==> src/rtl/ascon_perm_sched.sv <==
// Purpose : command scheduler driving the 320-bit ASCON state register and round-iterative permutation core.
// Latency : LOAD/XOR/NOP and rejected commands finish 1 cycle after accept; a legal PERM nr finishes after nr cycles.
// Backpressure: cmd_ready is high only in IDLE. cmd_valid held while busy is ignored, and nothing is queued.
//
// Optional feature: define ASCON_PERM_ABORT_EN to add the 'abort' input, which terminates a PERM early.
//
// Ports:
//   clk, rst_n                                    clock and async active-low reset
//   cmd_valid/cmd_ready                           command handshake
//   cmd_op, cmd_rounds, cmd_word, cmd_data        command fields (LOAD=00, XOR=01, PERM=10, NOP=11)
//   load_init, xor_enable, xor_position, xor_data state register controls
//   permutation_valid                             state register captures the round output this cycle
//   round_const                                   round constant for the permutation core
//   busy, done, err                               status outputs; done and err are 1-cycle pulses
//   abort (ASCON_PERM_ABORT_EN only)              terminates a PERM after the current round
module ascon_perm_sched #(
  parameter int MAX_ROUNDS = 12,
  parameter int ROUND_W    = 4
) (
  input  logic               clk,
  input  logic               rst_n,
  input  logic               cmd_valid,
  output logic               cmd_ready,
  input  logic [1:0]         cmd_op,
  input  logic [ROUND_W-1:0] cmd_rounds,
  input  logic [2:0]         cmd_word,
  input  logic [63:0]        cmd_data,
  output logic               load_init,
  output logic               xor_enable,
  output logic [2:0]         xor_position,
  output logic [63:0]        xor_data,
  output logic               permutation_valid,
  output logic [7:0]         round_const,
  output logic               busy,
  output logic               done,
  output logic               err
`ifdef ASCON_PERM_ABORT_EN
  ,
  input  logic               abort
`endif
);

  localparam logic [1:0] OP_LOAD = 2'b00;
  localparam logic [1:0] OP_XOR  = 2'b01;
  localparam logic [1:0] OP_PERM = 2'b10;

  localparam logic [ROUND_W-1:0] MAX_R    = ROUND_W'(MAX_ROUNDS);
  localparam logic [ROUND_W-1:0] LAST_IDX = ROUND_W'(MAX_ROUNDS - 1);

  typedef enum logic [1:0] {
    IDLE  = 2'd0,
    EXEC  = 2'd1,
    ROUND = 2'd2
  } state_t;

  state_t state_q, state_d;

  logic [1:0]         op_q;
  logic [2:0]         word_q;
  logic [63:0]        data_q;
  logic               bad_q;
  logic [ROUND_W-1:0] idx_q;

  logic accept;
  logic cmd_bad;
  logic abort_w;

`ifdef ASCON_PERM_ABORT_EN
  assign abort_w = abort;
`else
  assign abort_w = 1'b0;
`endif

  assign accept = cmd_valid && (state_q == IDLE);

  // Rejected commands: an XOR to a word outside x0..x4, or a PERM whose round
  // count is outside 1..MAX_ROUNDS. Both are routed through EXEC, which
  // raises done+err without raising any strobe.
  assign cmd_bad = ((cmd_op == OP_XOR)  && (cmd_word > 3'd4)) ||
                   ((cmd_op == OP_PERM) && ((cmd_rounds == '0) || (cmd_rounds > MAX_R)));

  always_ff @(posedge clk or negedge rst_n) begin
    if (!rst_n) begin
      state_q <= IDLE;
    end else begin
      state_q <= state_d;
    end
  end

  // Fields are captured on accept, so cmd_* may change freely afterwards.
  // The round index starts at MAX_ROUNDS-nr, which makes the final round
  // always index MAX_ROUNDS-1.
  always_ff @(posedge clk or negedge rst_n) begin
    if (!rst_n) begin
      op_q   <= '0;
      word_q <= '0;
      data_q <= '0;
      bad_q  <= 1'b0;
      idx_q  <= '0;
    end else if (accept) begin
      op_q   <= cmd_op;
      word_q <= cmd_word;
      data_q <= cmd_data;
      bad_q  <= cmd_bad;
      idx_q  <= MAX_R - cmd_rounds;
    end else if (state_q == ROUND) begin
      idx_q  <= idx_q + 1'b1;
    end
  end

  // All strobes decode from registered state and fields. cmd_* affect only
  // the next state, never an output in the same cycle.
  always_comb begin
    state_d           = state_q;
    cmd_ready         = 1'b0;
    load_init         = 1'b0;
    xor_enable        = 1'b0;
    xor_position      = '0;
    xor_data          = '0;
    permutation_valid = 1'b0;
    round_const       = '0;
    busy              = 1'b0;
    done              = 1'b0;
    err               = 1'b0;
    case (state_q)
      IDLE: begin
        cmd_ready = 1'b1;
        if (cmd_valid) begin
          state_d = ((cmd_op == OP_PERM) && !cmd_bad) ? ROUND : EXEC;
        end
      end
      EXEC: begin
        busy       = 1'b1;
        done       = 1'b1;
        err        = bad_q;
        load_init  = (op_q == OP_LOAD);
        xor_enable = (op_q == OP_XOR) && !bad_q;
        if (xor_enable) begin
          xor_position = word_q;
          xor_data     = data_q;
        end
        state_d = IDLE;
      end
      ROUND: begin
        busy              = 1'b1;
        permutation_valid = 1'b1;
        round_const       = {4'hF - idx_q[3:0], idx_q[3:0]};
        // An abort still lets the current round's output be captured.
        if ((idx_q == LAST_IDX) || abort_w) begin
          done    = 1'b1;
          err     = abort_w;
          state_d = IDLE;
        end
      end
      default: state_d = IDLE;
    endcase
  end

endmodule

==> config.mk <==
export PLATFORM = sky130hd
export DESIGN_NAME = ascon_perm_sched
export DESIGN_NICKNAME = d
export VERILOG_FILES = /design/src/rtl/ascon_perm_sched.sv
export SDC_FILE = /design/constraint.sdc
export NUM_CORES = 1
export LEC_CHECK = 0
export ABC_AREA = 1
export BUFFER_PORTS_ARGS = -buffer_cell sky130_fd_sc_hd__buf_2
export CORE_ASPECT_RATIO = 0.6
export CORE_MARGIN = 4
export CORE_UTILIZATION = 33
export CTS_CLUSTER_DIAMETER = 120
export DETAILED_ROUTE_END_ITERATION = 6
export PLACE_DENSITY = 0.65
export SYNTH_ARGS = -nofsm -noshare
export SYNTH_HDL_FRONTEND = slang
export SYNTH_SLANG_ARGS = --single-unit
==> constraint.sdc <==
create_clock -name clk -period 3.36 [get_ports clk]
set_input_delay 0.168 -clock clk [delete_from_list [all_inputs] [get_ports clk]]
set_output_delay 0.168 -clock clk [all_outputs]
set_load 0.005 [all_outputs]
## Word level (Yosys, flattened, before mapping)

Index checks and enable logic that the tools add are counted.
W data, S select, Z words.

- Register bits after elaboration: 76
- Bits in latches: 0
- Bits in writable memories: 0
- Bits in read-only memories: 0
- Output and inout port bits: 82
- Word-level logic and storage cells: 53
- Memories kept: 0

- Add/sub/neg operators: 3
- Multipliers: 0
- Div/mod/pow operators: 0
- $lt $le $gt $ge: 2
- Eq/ne operators: 8
- Shifts and indexed selects: 0
- Mux-type cells: 19
- Bitwise operators: 0
- Reduce and logical (&&, ||, !) cells: 15

Operator list:

| cell | number |
|---|---|
| $mux W64 | 2 |
| $mux W4 | 2 |
| $mux W8 | 1 |
| $sub A4 B4 Y4 const A | 2 |
| $mux W1 | 7 |
| $eq A2 B1 Y1 const B | 3 |
| $mux W2 | 3 |
| $mux W3 | 2 |
| $logic_and A1 B1 Y1 | 5 |
| $add A4 B1 Y4 const B | 1 |
| $eq A2 B2 Y1 const B | 2 |
| $eq A4 B4 Y1 const B | 1 |
| $gt A4 B4 Y1 const B | 1 |
| $logic_not A2 Y1 | 2 |
| $logic_not A4 Y1 | 1 |
| $pmux W2 S2 | 1 |
| $gt A3 B3 Y1 const B | 1 |
| $logic_not A1 Y1 | 2 |
| $logic_or A1 B1 Y1 | 2 |
| $ne A2 B1 Y1 const B | 1 |
| $ne A2 B2 Y1 const B | 1 |
| $pmux W1 S2 | 1 |
| $reduce_and A2 Y1 | 1 |
| $reduce_bool A2 Y1 | 1 |
| $reduce_or A2 Y1 | 1 |

## Depth between registers and ports, before layout

- Word-level depth: 9
- Mapped depth: 9
- Gate-level depth less buffers: 8

## Least setup slack after synthesis

OpenSTA, ideal clock, no wires.

- Path kind: flip-flop to flip-flop
- Start: register state_q[0]
- End: register idx_q[1]
- Library setup time: 124 ps
- Arrival: 1,214 ps
- Required time: 3,236 ps
- Slack: 2,021 ps
- Cell stages (with the launch flop): 9
- Buffers on the path: 2
- Clock period less this slack: 1,339 ps
- Cell sequence: dfrtp_1 inv_1 ha_1 nand2_2 inv_1 buf_4 buf_2 nand2_1 nand3_1

- Longest elaborated chain between the ends: 3
- Elaborated cells between the ends (all ways): 5
- Classes of those cells: eq/ne: 1; mux: 1; reduce/logical: 3

RTL lines:

| what | RTL line | text |
|---|---|---|
| start, declared | 56 | `state_t state_q, state_d;` |
| start signal, assigned | 86 | `state_q <= state_d;` |
| $logic_not A2 Y1 | 74 | `assign accept = cmd_valid && (state_q == IDLE);` |
| $logic_and A1 B1 Y1 | 74 |  |
| $mux W4 / $reduce_bool A2 Y1 (equally long branches) | n/a |  |
| end signal, assigned | 105 | `idx_q <= MAX_R - cmd_rounds;` |
| end signal, assigned | 107 | `idx_q <= idx_q + 1'b1;` |
| end, declared | 62 | `logic [ROUND_W-1:0] idx_q;` |

Several ways; a longest one is shown, not always the timed one.
A chain may end at the register's enable or synchronous reset.

## Worst setup path after layout

- Start: register state_q[1]
- End: output port xor_data[34]

- Longest elaborated chain between the ends: 2

RTL lines:

| what | RTL line | text |
|---|---|---|
| $eq A2 B1 Y1 | 125 | `case (state_q)` |
| $mux W64 | 125 |  |
| end, declared | 31 | `output logic [63:0] xor_data,` |

Every way passes these cells.

==> reports/summary.md <==
The run finished, with violations left. The final reports fail on hold timing. In this run the mean area of a mapped cell was 8.04 um2. The first routing iteration left 144 violations.

Across the run, the number of max-cap violations was 0. The number of buffers and inverters on the critical path is 3. The area growth from synthesis to layout is 30.9%. Number of hold violations in the final report: 18. The critical path's slowest cell is sky130_fd_sc_hd__nand2_4. The number of sinks driven by the clock tree came out at 76. Largest fanout of any net on the critical path: 61.

The most common cell after layout, fill and taps aside is sky130_fd_sc_hd__buf_2. In the finished design, the share of the clock period the worst path needs comes to 72.4%. The number of optimization iterations in the first detailed-route pass is 4. The tools report the final hold slack as -0.0198 ns. The run gives 0 as the count of final setup violators. Routability-driven placement finished with a final weighted congestion of 0.805. Clock-pin slew was measured on the worst setup and hold paths at 0.06 ns.

In the routed design, unresolved DRC markers number 0. The detailed router placed 3278 vias in this run. The area enclosed by the die boundary is 13100 um2, and the register area share after synthesis is 51.1%. After detailed routing, the total wire length is 9130 um. The run gives 45.2% as the utilization after layout. Headroom to the max-slew limit came out at 38.5%. Clock tree synthesis inserted a total of 9 buffers. Initial core utilization: 34.6%. The smallest clock period supported by the final layout is computed as 2.43 ns. The post-DP HPWL is 6750 um, and the final net count is 692. IR analysis of the VDD net gives a maximum drop of 247 uV. The tools report the number of nets in the synthesized netlist as 544. Summed over all layers, the global routing overflow is 0.

The run gives 2.27 ns as the critical path data arrival time. The tools report the distinct cell type count after synthesis as 20. The analysis attributes to cell leakage a power of 2.74 nW.

The hold buffer count at CTS is 0. The first global-routing pass estimated 15600 um of wire. Cells with a size suffix above 1 make up 32.2% of the layout. The tools report the final setup TNS as 0 ns. By startpoint and endpoint, the worst setup path is classified as reg2out. The clock reaches the later pin of the worst-skew pair after 0.32 ns. The overall power after layout is 3.62 mW. The top-level port count is 158. The run gives 0 as the number of nets with antenna violations after detailed routing.

Walking the worst path, the cells encountered are inv_1 -> ha_1 -> nand2_4 -> buf_4 -> nor2_4 -> buf_2. Dividing total power by cell area gives a power density of 742 nW/um2. The maximum clock path buffer count was 2. The run gives 0.00632 ns as the clock skew after layout.

For this run, the number of Yosys warnings is 0. In this run the cell area of the synthesized design comes to 3720 um2. The number of synthesized register bits was 76.

Timing would allow up to 0.411 GHz. For the buffers inserted during post-CTS setup optimization, the log shows 0. Total number of H-tree levels: 3.

After detailed routing, the average wire length per cell comes to 12.1 um. The number of buffers added on ports was 157; the via count of the first global-routing pass was 3286. Entering global routing, the biggest net connects 77 pins. The cell count after synthesis came out at 463. The floorplan step set the die width to 145 um. Leaving out fill and tap cells, the most frequent cells in the layout are sky130_fd_sc_hd__buf_2 (156), sky130_fd_sc_hd__nand2_1 (98), sky130_fd_sc_hd__inv_1 (89), sky130_fd_sc_hd__dfrtp_1 (76), sky130_fd_sc_hd__o21ai_0 (67). The post-place setup slack is 1.26 ns. Startpoint type of the worst setup path: a flip-flop.

The delay of the slowest critical-path stage works out to 0.67 ns. The path class of the tightest hold or removal check is in2async. For the smallest setup slack after layout, the log shows 0.926 ns.

The slew at the pin closest to its max-slew limit is 0.922 ns, and the overall track demand over capacity in global routing is 14.3%. The floorplan step defined a core boundary enclosing 10800 um2. TritonCTS built the clock tree. Setup repair after global routing left no endpoint under its margin. 0 antenna diodes ended up in the layout. The die is 90.3 um tall. The tools report the clock root buffer master as sky130_fd_sc_hd__clkbuf_16.

Using the TritonRoute via totals, the vias-per-cell ratio works out to 4.35. STA classifies the critical path endpoint as a primary output. The count of pins over their slew limit was 0; the row count was 29.

At the worst endpoint, the required time is 3.19 ns. Once the clock tree was built, the resizer swapped 0 gates to a different size. Grouping stages by cell kind, the critical path spends the most delay in simple AND/OR/NAND/NOR gates.

The number of antenna violations at the first check in global routing is 1.
flip-flops by register name (all words and copies together), names as in the netlist:
| signal | flops |
|---|---|
| word_q | 3 |
| data_q | 64 |
| state_q | 2 |
| bad_q | 1 |
| op_q | 2 |
| idx_q | 4 |
metrics by stage:
step,hold WS [ns],cell area (um2),instances
4_1_cts,0.0194,4870,753
3_5_place_dp,0.377,4590,739
5_1_grt,0.0430,4870,753
6_report,-0.0198,4870,753
2_1_floorplan,-0.128,3720,463
3_3_place_gp,0.375,4590,739
path summary, 6_finish.rpt:
kind                                             start  depth (start not counted)                      to  slack (ns)
worst max-delay path            state_q[1]$_DFFE_PN0P_                          6            xor_data[34]        0.93
worst min-delay path                             rst_n                          1  data_q[33]$_DFFE_PN0P_       -0.02
worst max register to register  state_q[0]$_DFFE_PN0P_                          7  data_q[11]$_DFFE_PN0P_        1.27
worst min register to register   word_q[0]$_DFFE_PN0P_                          2   word_q[0]$_DFFE_PN0P_        0.50
max in group asynchronous                        rst_n                          1  data_q[61]$_DFFE_PN0P_        2.79
min in group clk                          cmd_data[55]                          3  data_q[55]$_DFFE_PN0P_        0.05
layer usage:
layer	GRT usage, %	vias up	share of wire [%]
met5	0	-	0.077
met4	2.84	2	0.80
met3	5.47	11	7.5
met2	21.6	112	42
met1	19.8	1477	50
li1	-	1676	-
cells in the mapped netlist:
cell                        n  area, um2
sky130_fd_sc_hd__ha_1       5       62.6
sky130_fd_sc_hd__clkbuf_2   6       30.0
sky130_fd_sc_hd__clkbuf_1   1       3.75
sky130_fd_sc_hd__o21ai_0   67        335
sky130_fd_sc_hd__inv_1     90        338
sky130_fd_sc_hd__nand2_1   99        372
sky130_fd_sc_hd__buf_2     12       60.1
sky130_fd_sc_hd__xor2_1     1       8.76
sky130_fd_sc_hd__nor2_4    19        214
sky130_fd_sc_hd__nor2_1    59        221
sky130_fd_sc_hd__nor3_2     1       10.0
sky130_fd_sc_hd__xnor2_1    1       8.76
sky130_fd_sc_hd__dfrtp_1   76       1900
sky130_fd_sc_hd__nand2_2    1       6.26
sky130_fd_sc_hd__buf_4      2       15.0
sky130_fd_sc_hd__buf_6      3       33.8
sky130_fd_sc_hd__o21a_1     1       7.51
sky130_fd_sc_hd__nand3_1   10       50.1
sky130_fd_sc_hd__o21ai_1    6       30.0
sky130_fd_sc_hd__a21oi_1    3       15.0
cells by family (layout without fill, tap and decap cells):
logic type,Yosys count,in the layout,synth area share [%]
AOI/OAI and AO/OA,77,77,10.4
xor gates and xnor gates,2,2,0.471
adders and majority gates,5,5,1.68
buffers and inverters,114,265,12.9
DFF,76,76,51.1
and+or+nand+nor,189,189,23.5
power by group:
| part | leakage, nW | total (mW) | internal [mW] | switching [mW] |
|---|---|---|---|---|
| logic | 1.67 | 1.20 | 0.404 | 0.793 |
| registers | 0.934 | 1.52 | 1.36 | 0.154 |
| clock network | 0.133 | 0.905 | 0.563 | 0.342 |
area by class of cell:
cell class                 instances  area [um2]
clock buffer                       9         225
clock inverter                     5        55.1
fill                            1084        5900
inverter                          90         339
multi-input combinational        273        1350
sequential                        76        1900
tap                              139         174
timing repair buffer             161         831
Power figures use the tool's default switching activity.
